**src/rtl/pipe_stage_reg.sv**
```systemverilog
// Valid/ready pipeline stage register with flush, hold and a saturating back-pressure counter.
// Define PIPE_STAGE_SKID_EN for a two-entry skid buffer with a registered in_ready.
module pipe_stage_reg #(
  parameter int unsigned        DATA_W   = 32,
  parameter int unsigned        CTRL_W   = 8,
  parameter logic [CTRL_W-1:0]  CTRL_RST = {CTRL_W{1'b1}},
  parameter int unsigned        CNT_W    = 16
) (
  input  logic              clk,
  input  logic              resetn,
  input  logic              in_valid,
  output logic              in_ready,
  input  logic [DATA_W-1:0] in_data,
  input  logic [CTRL_W-1:0] in_ctrl,
  input  logic              hold,
  input  logic              flush,
  output logic              out_valid,
  input  logic              out_ready,
  output logic [DATA_W-1:0] out_data,
  output logic [CTRL_W-1:0] out_ctrl,
  output logic [CNT_W-1:0]  stall_cnt
);

  logic [DATA_W-1:0] data_q, data_d;
  logic [CTRL_W-1:0] ctrl_q, ctrl_d;
  logic [CNT_W-1:0]  cnt_q, cnt_d;
  logic              out_full;
  logic              up_xfer;

  // Hold masks the output without disturbing the stored entry.
  assign out_valid = out_full && !hold;
  assign out_data  = data_q;
  assign out_ctrl  = ctrl_q;
  assign stall_cnt = cnt_q;
  assign up_xfer   = in_valid && in_ready;

  always_comb begin
    cnt_d = cnt_q;
    if (!flush && !hold && out_full && !out_ready && (cnt_q != {CNT_W{1'b1}})) begin
      cnt_d = cnt_q + 1'b1;
    end
  end

`ifdef PIPE_STAGE_SKID_EN
  typedef enum logic [1:0] {StEmpty, StFull, StSkid} state_e;

  state_e            state_q, state_d;
  logic [DATA_W-1:0] skid_data_q, skid_data_d;
  logic [CTRL_W-1:0] skid_ctrl_q, skid_ctrl_d;
  logic              ready_q, ready_d;

  assign out_full = (state_q != StEmpty);
  assign in_ready = ready_q && resetn && !hold && !flush;

  always_comb begin
    state_d     = state_q;
    data_d      = data_q;
    ctrl_d      = ctrl_q;
    skid_data_d = skid_data_q;
    skid_ctrl_d = skid_ctrl_q;
    if (flush) begin
      state_d     = StEmpty;
      data_d      = '0;
      ctrl_d      = CTRL_RST;
      skid_data_d = '0;
      skid_ctrl_d = CTRL_RST;
    end else if (!hold) begin
      unique case (state_q)
        StEmpty: begin
          if (up_xfer) begin
            data_d  = in_data;
            ctrl_d  = in_ctrl;
            state_d = StFull;
          end
        end
        StFull: begin
          if (up_xfer && out_ready) begin
            data_d = in_data;
            ctrl_d = in_ctrl;
          end else if (up_xfer) begin
            skid_data_d = in_data;
            skid_ctrl_d = in_ctrl;
            state_d     = StSkid;
          end else if (out_ready) begin
            state_d = StEmpty;
          end
        end
        StSkid: begin
          if (out_ready) begin
            data_d  = skid_data_q;
            ctrl_d  = skid_ctrl_q;
            state_d = StFull;
          end
        end
        default: state_d = StEmpty;
      endcase
    end
    ready_d = (state_d != StSkid);
  end

  // ready_q resets high; in_ready is still held low by resetn while in reset.
  always_ff @(posedge clk or negedge resetn) begin
    if (!resetn) begin
      state_q     <= StEmpty;
      ready_q     <= 1'b1;
      skid_data_q <= '0;
      skid_ctrl_q <= CTRL_RST;
    end else begin
      state_q     <= state_d;
      ready_q     <= ready_d;
      skid_data_q <= skid_data_d;
      skid_ctrl_q <= skid_ctrl_d;
    end
  end
`else
  logic valid_q, valid_d;
  logic dn_xfer;

  assign out_full = valid_q;
  assign dn_xfer  = out_valid && out_ready;
  assign in_ready = (!valid_q || out_ready) && resetn && !hold && !flush;

  always_comb begin
    valid_d = valid_q;
    data_d  = data_q;
    ctrl_d  = ctrl_q;
    if (flush) begin
      valid_d = 1'b0;
      data_d  = '0;
      ctrl_d  = CTRL_RST;
    end else if (!hold) begin
      if (up_xfer) begin
        valid_d = 1'b1;
        data_d  = in_data;
        ctrl_d  = in_ctrl;
      end else if (dn_xfer) begin
        valid_d = 1'b0;
      end
    end
  end

  always_ff @(posedge clk or negedge resetn) begin
    if (!resetn) begin
      valid_q <= 1'b0;
    end else begin
      valid_q <= valid_d;
    end
  end
`endif

  always_ff @(posedge clk or negedge resetn) begin
    if (!resetn) begin
      data_q <= '0;
      ctrl_q <= CTRL_RST;
      cnt_q  <= '0;
    end else begin
      data_q <= data_d;
      ctrl_q <= ctrl_d;
      cnt_q  <= cnt_d;
    end
  end

endmodule

```
**config.mk**
```make
export PLATFORM = sky130hd
export DESIGN_NAME = pipe_stage_reg
export DESIGN_NICKNAME = d
export VERILOG_FILES = /design/src/rtl/pipe_stage_reg.sv
export SDC_FILE = /design/constraint.sdc
export NUM_CORES = 1
export LEC_CHECK = 0
export CAP_MARGIN = 20
export CORE_ASPECT_RATIO = 1.1
export CORE_MARGIN = 4
export CORE_UTILIZATION = 43
export DETAILED_ROUTE_END_ITERATION = 10
export PLACE_DENSITY = 0.8
export RECOVER_POWER = 100
export REMOVE_ABC_BUFFERS = 1
export SLEW_MARGIN = 15
export SYNTH_ARGS = -nofsm -noshare
export SYNTH_HDL_FRONTEND = slang
export SYNTH_SLANG_ARGS = --single-unit
export TNS_END_PERCENT = 30
```
**constraint.sdc**
```tcl
create_clock -name clk -period 2 [get_ports clk]
set_input_delay 0.3 -clock clk [delete_from_list [all_inputs] [get_ports clk]]
set_output_delay 0.3 -clock clk [all_outputs]
set_load 0.02 [all_outputs]
```
==> results.md <==
- Port Buf Inserts: 103
- CP bufs+invs: 2
- CTS tree: done
- Sw frac: 23.92%
- Max Cap Viol: 0
- Register area: 1436 sq um
- Multi-input logic area: between 1000 and 1500 sq um
- Async S/R FF share, synth: 100.0%
- Num rows: 28
- Die Y-Extent: 88.01 um
- Top delay family on crit path: simple AND/OR/NAND/NOR gates
- Antenna violations before repair: 0
- WP data arrival: ~2.2 ns
- Net Sw Power: 0.6689 mW
- Syn Inst Count: 255
- Register bit total from synthesis: 57
- HP Class: input port to flip-flop
- CP cell instances: clkdlybuf4s50_1 > or4b_4 > or3_4 > buf_2 > nor3_1 > xor2_1
- Finished Cell Area: 3900 sq um
- Setup Viol. Count Final: 0
- DR pass1 iterations: 4
- Largest net degree at the start of global routing: 42
- Internal Pwr Total: between 2 and 2.5 mW
- CP max-delay cell: or4b_4
- WP depth: 6
- Unrepaired setup endpoints after global routing: false
- Gr usage total: 21.12%
- Die Area: between 7000 and 8000 sq um
- Total grt overflow: 0
- Top cells by count, synth: nand2_1, dfrtp_1, nand3b_1
- First-pass GRT wire length: ~11,000 um
- Worst Path Required: 2.26 ns
- H-tree levels: 3
- Effective utilization at floorplan: 45.50%
- Hold_sp: in_ctrl[3]
- Reg2reg setup slack: 0.19 ns
- Relative slew slack: 39.55%
- Syn Std Cell Area: 2502 sq um
- Total CTS buffers: 9
- Worst setup SP type: input port
- DRC Markers: 0
- Most common cell in the netlist: nand2_1
- Cell Count, Final, Fillers Out: 452
- Via density: 5.069
- Total Power Consumption: between 2 and 3 mW
- IO Pins: 104
- Antenna diodes: 0
- Sequential power share: approximately 45%
- DRT iter0 DRCs: 174
- Vias post-DR: around 2,300
- Share of the synthesized area in the top cell type: 49.00%
- CP max FO: 4
- Final #Nets: between 400 and 500
- Antenna-violating nets left: 0
- Total Wirelength: 6969 um
- Final Critical Period: 1.967 ns
- Critical Path Sink: stall_cnt[10]
- Vias in the first global route: 2,384
- PD cells: 717.0 nW/um^2
- Number of synthesized flops with an enable pin: 0
- Area grow syn2layout: 55.85%
- Status: finished, final reports clean
- Chip Width: 80.74 um
- Setup Fix Bufs, Post-CTS: 0
- Clock Skew: approximately 0.0087 ns
- Setup CP Type: input port to flip-flop
- Clock share of power: 42.7%
- Clk sinks: 57
- Final hold vios: 0
- Synth top area cells: dfrtp_1, nand2_1, nand3b_1
- Least-Margin Pin Slew: just over 0.9 ns
- Critical Path Source: flush
- FF-to-FF Start: out_full
- Ys flop type: dfrtp_1
- Distinct cell type count of the synthesized netlist: 26
- Share of layout cells above drive strength 1: 11.67%
- RePlAce Congestion: 0.7825
- R2R depth: 5
- Core box area: approximately 5500 sq um
- Highest clock rate: 0.5083 GHz
- Ys Warns: 0
- Worst-Skew Late Latency: ~0.33 ns
- Seq/Total Area, Yosys: 57.40%
- Avg WL per Cell: 15.42 um
- Worst Setup End Kind: flip-flop
- Final hold slack: 0.4654 ns
- Reg2reg end: stall_cnt[10]
- Leakage: 1.957 nW
- Maximum VDD drop: 0.5798 mV
- Root buffer cell: clkbuf_8
- # placed instances: around 440
- Placed Area: 3717 sq um
- Cell taking the most area after synthesis: dfrtp_1
- Largest stage delay on the critical path: 0.57 ns
- DP Wirelength: 4938 um
- Slew Limit Fails: 0
- Fillers: 428
- Bufs on Longest Clock Path: 2
- Combinational share of power: between 10% and 20%
- Period utilisation layout: 98.37%
- Worst-path clk slew: 0.07 ns
- Synth Area per Inst: approximately 10 sq um
[metal layers]
metal	vias to the layer above	track usage (%)	part of all wire, %
li1	1088	-	-
met1	1113	27.95	44
met2	84	33.21	46
met3	6	6.379	8.2
met4	0	7.220	1.0
met5	-	0	0
[cells in the final DEF, fill, tap and decap left out]
cell	netlist	final
nand2_1	87	87
dlygate4sd3_1	0	57
dfrtp_1	49	49
clkdlybuf4s50_1	0	45
nand3b_1	33	33
xor2_1	13	13
o21ai_0	10	10
clkbuf_8	0	10
dfstp_2	8	8
buf_4	0	8
nand4_1	6	6
nand3_1	5	5
nor4_1	5	5
nor3_1	5	5
nor2_1	4	4
clkbuf_1	14	4
clkbuf_2	0	3
nand2b_1	2	2
mux2_2	2	2
clkinv_2	0	2
bufinv_16	0	2
clkbuf_4	0	2
buf_2	1	2
and3_1	1	1
nor2b_1	1	1
and4_1	1	1
or4b_4	1	1
or3_4	1	1
nor4_2	1	1
or4_1	1	1
or2_2	1	1
nor4b_1	1	1
nor3b_1	1	1
ha_1	1	1
clkinv_4	0	1
dlygate4sd2_1	0	1
[through the flow]
| stage | worst slack [ns] | utilization (%) | TNS (ns) |
|---|---|---|---|
| 2_1_floorplan | -0.3036 | - | -2.140 |
| 3_3_place_gp | -0.2765 | 67.58 | -1.638 |
| 3_5_place_dp | -0.3260 | 67.58 | -2.036 |
| 4_1_cts | 0.03316 | 71.75 | 0 |
| 5_1_grt | 0.004316 | 70.91 | 0 |
| 6_report | 0.03255 | 70.91 | 0 |
[cell type report]
class	instances	share of cell area (%)
Sequential cell	57	36.83
Timing Repair Buffer	121	29.26
Multi-Input combinational cell	183	25.86
Clock buffer	11	3.625
Tap cell	75	2.406
Clock inverter	5	2.021
[cells by family after synthesis]
logic type	synth area share, %
AND/OR/NAND/NOR	32.35
flip-flops	57.40
buffers and inverters	2.300
XOR/XNOR	4.550
AO/OA/AOI/OAI	2.000
multiplexers	0.8999
adder cells (fa/ha/maj)	0.4999
[worst min path at each step]
stage | end | slack [ns] | cells past startpoint
CTS | out_ctrl[3] | 0.46 | 3
global placement | out_data[11] | 0.30 | 2
global route | out_ctrl[3] | 0.47 | 3
detailed placement | out_data[2] | 0.31 | 2
finish | out_ctrl[3] | 0.47 | 3
floorplan | out_data[0] | 0.004 | 0
[worst register-to-register path, cell delays in order (launching register included)]
cell and delay [ns]:
dfrtp_1 0.37, or4b_4 0.48, or3_4 0.40, buf_2 0.15, nor3_1 0.19, xor2_1 0.17
[power by group through the flow]
stage | Sequential [mW] | Combinational (mW) | Clock (mW)
final | 1.25 | 0.358 | 1.19
after global routing | 1.25 | 0.388 | 1.26
after CTS | 1.25 | 0.387 | 1.21
after detailed placement | 1.27 | 0.383 | 0
after global placement | 1.26 | 0.379 | 0
after floorplan | 1.32 | 0.0704 | 0
[flip-flops by register name, indices dropped and copies added (netlist names)]
register	flops
out_data	32
stall_cnt	16
out_ctrl	8
out_full	1
[repair_timing]
action | CTS | global route
resized for setup | 1 | 0
hold endpoints to repair | 14 | 0
hold buffers | 1 | 0
endpoints found under the setup margin | 1 | 0
Note: power is estimated with default switching activity, not from simulation.
